<file path="src/rtl/sevenseg_scan_driver.sv">
// sevenseg_scan_driver
// Time-multiplexed N-digit hex seven-segment driver. One shared segment bus
// is scanned across NUM_DIGITS anodes. Each slot opens with a dead time so
// that the previous digit's pattern cannot ghost onto the next anode.
// Values are staged in a pending register and move to the display register
// only at the frame wrap, so a frame is never torn between old and new data.
module sevenseg_scan_driver #(
    parameter int NUM_DIGITS     = 4,
    parameter int SCAN_DIV       = 50000,
    parameter int BLANK_CYC      = 500,
    parameter int ACTIVE_LOW_SEG = 1,
    parameter int ACTIVE_LOW_AN  = 1
) (
    input  logic                      i_Clk,
    input  logic                      i_Rst_n,
    input  logic [4*NUM_DIGITS-1:0]   i_Value,
    input  logic [NUM_DIGITS-1:0]     i_Dp,
    input  logic [NUM_DIGITS-1:0]     i_Blank,
    input  logic                      i_Lz_En,
    input  logic                      i_Load,
    output logic [0:6]                o_Seg,
    output logic                      o_Dp,
    output logic [NUM_DIGITS-1:0]     o_An,
    output logic                      o_Frame
);

    localparam int PW = (SCAN_DIV > 1) ? $clog2(SCAN_DIV) : 1;
    localparam int KW = (NUM_DIGITS > 1) ? $clog2(NUM_DIGITS) : 1;

    localparam logic [PW-1:0] P_LAST  = PW'(SCAN_DIV - 1);
    localparam logic [PW-1:0] P_BLANK = PW'(BLANK_CYC);
    localparam logic [KW-1:0] K_LAST  = KW'(NUM_DIGITS - 1);

    // Pin-level "dark" levels for the selected polarities
    localparam logic [0:6]            SEG_DARK = (ACTIVE_LOW_SEG != 0) ? 7'b1111111 : 7'b0000000;
    localparam logic                  DP_DARK  = (ACTIVE_LOW_SEG != 0) ? 1'b1 : 1'b0;
    localparam logic [NUM_DIGITS-1:0] AN_OFF   = (ACTIVE_LOW_AN != 0) ? {NUM_DIGITS{1'b1}}
                                                                       : {NUM_DIGITS{1'b0}};

    // Hex nibble to active-low a..g pattern (index 0 = segment a)
    function automatic logic [0:6] hex_to_seg(input logic [3:0] nib);
        logic [0:6] pat;
        case (nib)
            4'h0:    pat = 7'b0000001;
            4'h1:    pat = 7'b1001111;
            4'h2:    pat = 7'b0010010;
            4'h3:    pat = 7'b0000110;
            4'h4:    pat = 7'b1001100;
            4'h5:    pat = 7'b0100100;
            4'h6:    pat = 7'b0100000;
            4'h7:    pat = 7'b0001101;
            4'h8:    pat = 7'b0000000;
            4'h9:    pat = 7'b0000100;
            4'hA:    pat = 7'b0001000;
            4'hB:    pat = 7'b1100000;
            4'hC:    pat = 7'b0110001;
            4'hD:    pat = 7'b1000010;
            4'hE:    pat = 7'b0110000;
            4'hF:    pat = 7'b0111000;
            default: pat = 7'b1111111;
        endcase
        return pat;
    endfunction

    // Scan position
    logic [PW-1:0]           p_r;
    logic [KW-1:0]           k_r;

    // Staged and displayed values
    logic [4*NUM_DIGITS-1:0] pend_value_r;
    logic [NUM_DIGITS-1:0]   pend_dp_r;
    logic [NUM_DIGITS-1:0]   pend_blank_r;
    logic [4*NUM_DIGITS-1:0] disp_value_r;
    logic [NUM_DIGITS-1:0]   disp_dp_r;
    logic [NUM_DIGITS-1:0]   disp_blank_r;

    // Registered pins
    logic [0:6]              seg_r;
    logic                    dp_r;
    logic [NUM_DIGITS-1:0]   an_r;
    logic                    frame_r;

    // Combinational helpers
    logic                    slot_end_s;
    logic                    wrap_s;
    logic [NUM_DIGITS-1:0]   lz_mask_s;
    logic                    zero_above_s;
    logic [3:0]              cur_nib_s;
    logic                    cur_dp_s;
    logic                    cur_blank_s;
    logic                    cur_lz_s;
    logic [NUM_DIGITS-1:0]   an_onehot_s;
    logic                    dark_s;
    logic [0:6]              seg_pre_s;
    logic                    dp_pre_s;
    logic [NUM_DIGITS-1:0]   an_pre_s;
    logic [0:6]              seg_next_s;
    logic                    dp_next_s;
    logic [NUM_DIGITS-1:0]   an_next_s;

    assign slot_end_s = (p_r == P_LAST);
    assign wrap_s     = slot_end_s && (k_r == K_LAST);

    // Prescaler and digit index; the index only moves at the end of a slot
    always_ff @(posedge i_Clk) begin
        if (!i_Rst_n) begin
            p_r <= {PW{1'b0}};
            k_r <= {KW{1'b0}};
        end else if (slot_end_s) begin
            p_r <= {PW{1'b0}};
            if (k_r == K_LAST) begin
                k_r <= {KW{1'b0}};
            end else begin
                k_r <= k_r + KW'(1);
            end
        end else begin
            p_r <= p_r + PW'(1);
        end
    end

    // Pending capture on load; display refresh only at the frame wrap,
    // where a coincident load bypasses the pending stage
    always_ff @(posedge i_Clk) begin
        if (!i_Rst_n) begin
            pend_value_r <= {(4*NUM_DIGITS){1'b0}};
            pend_dp_r    <= {NUM_DIGITS{1'b0}};
            pend_blank_r <= {NUM_DIGITS{1'b0}};
            disp_value_r <= {(4*NUM_DIGITS){1'b0}};
            disp_dp_r    <= {NUM_DIGITS{1'b0}};
            disp_blank_r <= {NUM_DIGITS{1'b0}};
        end else begin
            if (i_Load) begin
                pend_value_r <= i_Value;
                pend_dp_r    <= i_Dp;
                pend_blank_r <= i_Blank;
            end
            if (wrap_s) begin
                if (i_Load) begin
                    disp_value_r <= i_Value;
                    disp_dp_r    <= i_Dp;
                    disp_blank_r <= i_Blank;
                end else begin
                    disp_value_r <= pend_value_r;
                    disp_dp_r    <= pend_dp_r;
                    disp_blank_r <= pend_blank_r;
                end
            end
        end
    end

    // Leading-zero mask: digit j is suppressible when it and every digit above it are zero
    always_comb begin
        lz_mask_s    = {NUM_DIGITS{1'b0}};
        zero_above_s = 1'b1;
        for (int j = NUM_DIGITS - 1; j >= 0; j--) begin
            zero_above_s = zero_above_s && (disp_value_r[4*j +: 4] == 4'h0);
            lz_mask_s[j] = zero_above_s && (j > 0);
        end
    end

    // Select the attributes of the digit currently being scanned
    always_comb begin
        cur_nib_s   = 4'h0;
        cur_dp_s    = 1'b0;
        cur_blank_s = 1'b0;
        cur_lz_s    = 1'b0;
        an_onehot_s = {NUM_DIGITS{1'b0}};
        for (int j = 0; j < NUM_DIGITS; j++) begin
            if (k_r == KW'(j)) begin
                cur_nib_s      = disp_value_r[4*j +: 4];
                cur_dp_s       = disp_dp_r[j];
                cur_blank_s    = disp_blank_r[j];
                cur_lz_s       = lz_mask_s[j];
                an_onehot_s[j] = 1'b1;
            end else begin
                an_onehot_s[j] = 1'b0;
            end
        end
    end

    // Build the active-low/active-high pre-polarity patterns, then apply pin polarity
    always_comb begin
        dark_s = cur_blank_s || (i_Lz_En && cur_lz_s);
        if (dark_s) begin
            seg_pre_s = 7'b1111111;
            dp_pre_s  = 1'b1;
        end else begin
            seg_pre_s = hex_to_seg(cur_nib_s);
            dp_pre_s  = ~cur_dp_s;
        end
        if (p_r >= P_BLANK) begin
            an_pre_s = an_onehot_s;
        end else begin
            an_pre_s = {NUM_DIGITS{1'b0}};
        end
        if (ACTIVE_LOW_SEG != 0) begin
            seg_next_s = seg_pre_s;
            dp_next_s  = dp_pre_s;
        end else begin
            seg_next_s = ~seg_pre_s;
            dp_next_s  = ~dp_pre_s;
        end
        if (ACTIVE_LOW_AN != 0) begin
            an_next_s = ~an_pre_s;
        end else begin
            an_next_s = an_pre_s;
        end
    end

    // Output registers: one cycle behind the scan position and display data
    always_ff @(posedge i_Clk) begin
        if (!i_Rst_n) begin
            seg_r   <= SEG_DARK;
            dp_r    <= DP_DARK;
            an_r    <= AN_OFF;
            frame_r <= 1'b0;
        end else begin
            seg_r   <= seg_next_s;
            dp_r    <= dp_next_s;
            an_r    <= an_next_s;
            frame_r <= wrap_s;
        end
    end

    assign o_Seg   = seg_r;
    assign o_Dp    = dp_r;
    assign o_An    = an_r;
    assign o_Frame = frame_r;

endmodule
</file>
<file path="config.mk">
export PLATFORM = sky130hd
export DESIGN_NAME = sevenseg_scan_driver
export DESIGN_NICKNAME = d
export VERILOG_FILES = /design/src/rtl/sevenseg_scan_driver.sv
export SDC_FILE = /design/constraint.sdc
export NUM_CORES = 1
export LEC_CHECK = 0
export CORE_MARGIN = 1.5
export CORE_UTILIZATION = 30
export CTS_CLUSTER_SIZE = 25
export DETAILED_ROUTE_END_ITERATION = 8
export PLACE_DENSITY = 0.46
export SLEW_MARGIN = 20
export SYNTH_ARGS = -nofsm -noshare
export SYNTH_HDL_FRONTEND = slang
export SYNTH_SLANG_ARGS = --single-unit
</file>
<file path="constraint.sdc">
create_clock -name i_Clk -period 6.1 [get_ports i_Clk]
set_clock_uncertainty 0.1 [all_clocks]
set_input_delay 1.22 -clock i_Clk [delete_from_list [all_inputs] [get_ports i_Clk]]
set_output_delay 1.22 -clock i_Clk [all_outputs]
set_load 0.02 [all_outputs]
</file>
==> results of run 1 <==
cell families (layout without fill, tap and decap cells):
family,Yosys count,in the layout,synth area share
buf+inv,51,91,0.0774
flops,79,79,0.435
simple gates,134,134,0.210
xor+xnor,13,13,0.0313
compound gates,33,33,0.0623
mux,53,53,0.147
fa+ha+maj,11,11,0.0378
power by group through the flow:
stage / registers, mW / logic, mW / clock network, mW
2_1_floorplan: 0.547 / 0.0340 / 0
3_3_place_gp: 0.545 / 0.0646 / 0
3_5_place_dp: 0.545 / 0.0651 / 0
4_1_cts: 0.534 / 0.0653 / 0.553
5_1_grt: 0.535 / 0.0702 / 0.579
6_report: 0.534 / 0.0632 / 0.538
critical path: stages:
cell and delay [ns]:
clkdlybuf4s50_1 0.82, o21ai_0 0.18, a21oi_1 0.55, o221ai_1 0.24
routing by layer:
| metal | wire length, um | share of wire | vias up | global-route usage |
|---|---|---|---|---|
| li1 | - | - | 1321 | - |
| met1 | 3560 | 0.50 | 1147 | 0.161 |
| met2 | 3230 | 0.45 | 36 | 0.192 |
| met3 | 222 | 0.031 | 9 | 0.0225 |
| met4 | 123 | 0.017 | 0 | 0.0575 |
| met5 | 0 | 0 | - | 0 |
cells in the final DEF (no fill, tap or decap), drive strengths merged, types with 2 or more instances in the layout:
master,n
dfxtp,79
mux2i,51
clkdlybuf4s50,40
inv,34
and2,27
nor2b,26
nor2,22
nand2,20
a21oi,12
clkbuf,12
ha,11
xnor2,7
nor4,7
nand3,6
xor2,6
o21ai,5
nand3b,5
nor3,4
o211ai,4
a211oi,3
nor3b,3
nand4,3
and3,3
a221oi,3
a22oi,2
nand2b,2
mux2,2
o221ai,2
buf,2
through the flow:
step	setup WS [ns]	area (um^2)	hold WS (ns)
floorplan	3.59	3640	0.338
global placement	2.79	4080	0.352
detailed placement	2.69	4080	0.370
CTS	3.09	4380	0.384
global route	2.83	4380	0.417
finish	3.15	4380	0.378
final cells by class:
type | count | area (um^2) | share of cell area
Clock buffer | 12 | 256 | 0.0585
Inverter | 34 | 128 | 0.0291
Multi-Input combinational cell | 244 | 1770 | 0.405
Timing Repair Buffer | 42 | 415 | 0.0948
Sequential cell | 79 | 1580 | 0.361
Tap cell | 147 | 184 | 0.0420
Clock inverter | 3 | 42.5 | 0.00971
registers in the layout, summed over array words and instances (netlist names):
| name | flops |
|---|---|
| disp_value_r | 16 |
| p_r | 16 |
| pend_value_r | 16 |
| o_Seg | 7 |
| disp_blank_r | 4 |
| disp_dp_r | 4 |
| o_An | 4 |
| pend_blank_r | 4 |
| pend_dp_r | 4 |
| k_r | 2 |
| o_Dp | 1 |
| o_Frame | 1 |
final timing paths:
kind,end,from,depth (start not counted),slack (ns)
worst max-delay path,o_Seg[5],i_Rst_n,4,3.15
worst min-delay path,p_r[0],p_r[0],1,0.38
worst max register to register,o_Seg[6],k_r[0],8,3.16
worst min register to register,p_r[0],p_r[0],1,0.38
==> impl_metrics.tcl, run 1 <==
set metrics [dict create \
    status "complete, no violations" \
    dr.pass1.iters 6 \
    die_area_um2 12800 \
    yosys_register_bits 79 \
    via_per_inst 4.48 \
    synth_area_per_cell_um2 9.73 \
    internal-power_mw 0.900 \
    arrival_ns 3.02 \
    synth_top_area_cell "dfxtp_1" \
    pwr-share-comb 0.056 \
    clkPwrFrac 0.474 \
    numCtsBuffers 9 \
    dp_cells 546 \
    critPathLaunchType "input pin" \
    grt_pass1_wl_mm 12.3 \
    relSlewSlack 0.504 \
    gp_congestion 0.730 \
    synth_top_area_frac 0.435 \
    cts_hold_buf 0 \
    rsz0062_at_grt "no" \
    period_minus_slack_ns 2.95 \
    syn-instance-count 374 \
    slew_violations 0 \
    ys_top_cells_by_area "dfxtp_1 (43%), mux2i_1 (14%), and2_1 (4.5%)" \
    final_cells 561 \
    drc 0 \
    path_clk_slew_ns 0.06 \
    io_buffers 40 \
    die_h_um 113 \
    core_um2 11900 \
    total_power_mw 1.14 \
    cts_setup_buffers 0 \
    diodes 0 \
    ioPinCount 41 \
    yosysUniqueCellTypes 44 \
    cts_tree "built" \
    antenna_left 0 \
    swShare 0.207 \
    gr-total-overflow 0 \
    dr.first_iter.drc_count 49 \
    wl_per_cell_um 12.7 \
    die_x_um 113 \
    switchingPower_mw 0.235 \
    grt_use_total 0.122 \
    utilization 0.368 \
    setup_violations 0 \
    worst_pin_slew_ns 0.744 \
    synthArstFlopShare 0 \
    drive_above_1_share 0.0604 \
    area_growth_pct 20.5 \
    cts_sinks 79 \
    leakagePower_nw 1.61 \
    seqPwrFrac 0.470 \
    syn-cell-area_um2 3640 \
    fmax_ghz 0.339 \
    power.density_nw_per_um2 259 \
    cts_max_level 3 \
    cts-root-buf "clkbuf_16" \
    synth_most_common_cell "dfxtp_1" \
    endpoint_kind "register" \
    synth_edf_count 0 \
    ctsResizeCount 0 \
    synthTopCellsByCount "dfxtp_1 (79), mux2i_1 (51), inv_1 (34)" \
    yosysSeqAreaShare 0.435 \
    nFillCells 1232 \
    grt_pass1_vias 2514 \
    clkLatencyLatePin_ns 0.33 \
    min_path_type "register to register" \
    fin_nets 449 \
    synth-warning-count 0 \
    routed_wl_mm 7.14 \
    crit_fanout 20 \
    clockBufferDepth 2 \
    row_count 40 \
    worstPathRequired_ns 6.16 \
    grt_max_degree 38 \
    antenna_found_initial 0 \
    drv_cap 0 \
    dp_hpwl_mm 4.96 \
    start_util 0.305 \
    syn-num-nets 413 \
    peakVddDrop_mv 0.105 \
    synth_ff_type "dfxtp_1" \
    tns_ns 0 \
    hold_viol 0 \
    fin_crit_sh 0.484 \
    path_class "input pin to register" \
    vias 2513 \
]
No activity file was read; power rests on OpenSTA's default activity.
==> run 2: changes to the inputs <==
--- a/config.mk
+++ b/config.mk
@@ -9,7 +9,7 @@
 export CORE_UTILIZATION = 30
 export CTS_CLUSTER_SIZE = 25
 export DETAILED_ROUTE_END_ITERATION = 8
-export PLACE_DENSITY = 0.46
+export PLACE_DENSITY = 0.48
 export SLEW_MARGIN = 20
 export SYNTH_ARGS = -nofsm -noshare
 export SYNTH_HDL_FRONTEND = slang
==> constraint.sdc (replaced) <==
create_clock -name i_Clk -period 2.5 [get_ports i_Clk]
set_clock_uncertainty 0.1 [all_clocks]
set_input_delay 0.5 -clock i_Clk [delete_from_list [all_inputs] [get_ports i_Clk]]
set_output_delay 0.5 -clock i_Clk [all_outputs]
set_load 0.02 [all_outputs]
==> run 2 against run 1 <==
Net effect:
- via count up 3.5%
- sequential power increased by 140%
- final cell count rose by 2.3%
- die area did not move
- critical path depth up 6
- setup slack got worse by 2.9 ns
- sequential cell count did not move
==> impl_metrics.tcl, run 2 (synthesis results as in run 1) <==
set metrics [dict create \
    top_regs "disp_value_r: 16 flops, p_r: 16 flops, pend_value_r: 16 flops" \
    drc 0 \
    final_common_cell "dfxtp_1" \
    fin_crit_sh 0.907 \
    vias 2602 \
    ioPinCount 41 \
    final_cells 574 \
    grt_pass1_vias 2635 \
    core_um2 11900 \
    drv_cap 0 \
    numCtsBuffers 9 \
    worstPathRequired_ns 2.62 \
    total_power_mw 2.75 \
    worst_pin_slew_ns 0.439 \
    fmax_ghz 0.441 \
    slew_violations 0 \
    final_cell_mix "dfxtp_1 (79), mux2i_1 (51), clkdlybuf4s50_1 (40)" \
    grt_pass1_wl_mm 12.6 \
    relSlewSlack 0.707 \
    antenna_left 0 \
    dp_hpwl_mm 5.38 \
    gr-total-overflow 0 \
    via_per_inst 4.53 \
    hold_viol 0 \
    cts_hold_buf 0 \
    endpoint_kind "register" \
    power.density_nw_per_um2 609 \
    io_buffers 40 \
    cts_sinks 79 \
    antenna_found_initial 0 \
    dr.first_iter.drc_count 85 \
    path_clk_slew_ns 0.06 \
    row_count 40 \
    start_util 0.305 \
    fin_nets 462 \
    drive_above_1_share 0.0937 \
    diodes 0 \
    ctsResizeCount 0 \
    clockBufferDepth 2 \
    min_path_type "register to register" \
    die_x_um 113 \
    dp_cells 559 \
    die_area_um2 12800 \
    grt_use_total 0.127 \
    grt_max_degree 25 \
    crit_fanout 14 \
    clkLatencyLatePin_ns 0.34 \
    arrival_ns 2.39 \
    die_h_um 113 \
    tns_ns 0 \
    cts_max_level 3 \
    leakagePower_nw 1.68 \
    area_growth_pct 23.9 \
    gp_congestion 0.827 \
    routed_wl_mm 7.45 \
    setup_violations 0 \
    path_class "register to register" \
    status "complete, no violations" \
    cts_setup_buffers 0 \
    cts-root-buf "clkbuf_16" \
    critPathLaunchType "register" \
    peakVddDrop_mv 0.247 \
    wl_per_cell_um 13.0 \
    dr.pass1.iters 4 \
    period_minus_slack_ns 2.27 \
    cts_tree "built" \
]
[run 2: worst paths after layout]
kind                            startpoint  endpoint  slack (ns)  cells after the start
worst max-delay path                k_r[0]  o_Seg[6]        0.23                     10
worst min-delay path                p_r[0]    p_r[0]        0.37                      1
worst max register to register      k_r[0]  o_Seg[6]        0.23                     10
worst min register to register      p_r[0]    p_r[0]        0.37                      1
[run 2: metal layers]
layer  vias up  track usage  wire [um]
met2        37        0.207       3470
met3        14       0.0386        250
li1       1342            -          -
met5         -            0          0
met1      1209        0.154       3570
met4         0       0.0600        156
[run 2: worst max-delay path, cell delays in order (launching register included)]
cell and delay, ns:
dfxtp_1 0.39, inv_1 0.10, ha_2 0.28, a21oi_1 0.15, o21ai_0 0.11, a22oi_1 0.21, inv_1 0.12, ha_1 0.22
mux2_2 0.27, a22oi_1 0.13, nand2_1 0.07
[run 2: per-stage QoR]
stage	setup WS (ns)	utilization	hold slack [ns]	area [um^2]
floorplan	0.141	-	0.338	3640
global placement	0.238	0.354	0.354	4210
detailed placement	0.158	0.354	0.362	4210
CTS	0.146	0.378	0.376	4500
global route	-0.00745	0.378	0.398	4510
finish	0.232	0.378	0.371	4510
[run 2: power by group]
part	switching, mW	internal (mW)
Sequential	0.0110	1.29
Clock	0.486	0.795
Combinational	0.0725	0.0908
Total	0.570	2.18
[run 2: area by class of cell]
| class | count | area (um^2) |
|---|---|---|
| Tap cell | 147 | 184 |
| Clock inverter | 3 | 43.8 |
| Inverter | 34 | 128 |
| Clock buffer | 12 | 246 |
| Fill cell | 1252 | 7400 |
| Sequential cell | 79 | 1580 |
| Timing Repair Buffer | 55 | 538 |
| Multi-Input combinational cell | 244 | 1790 |
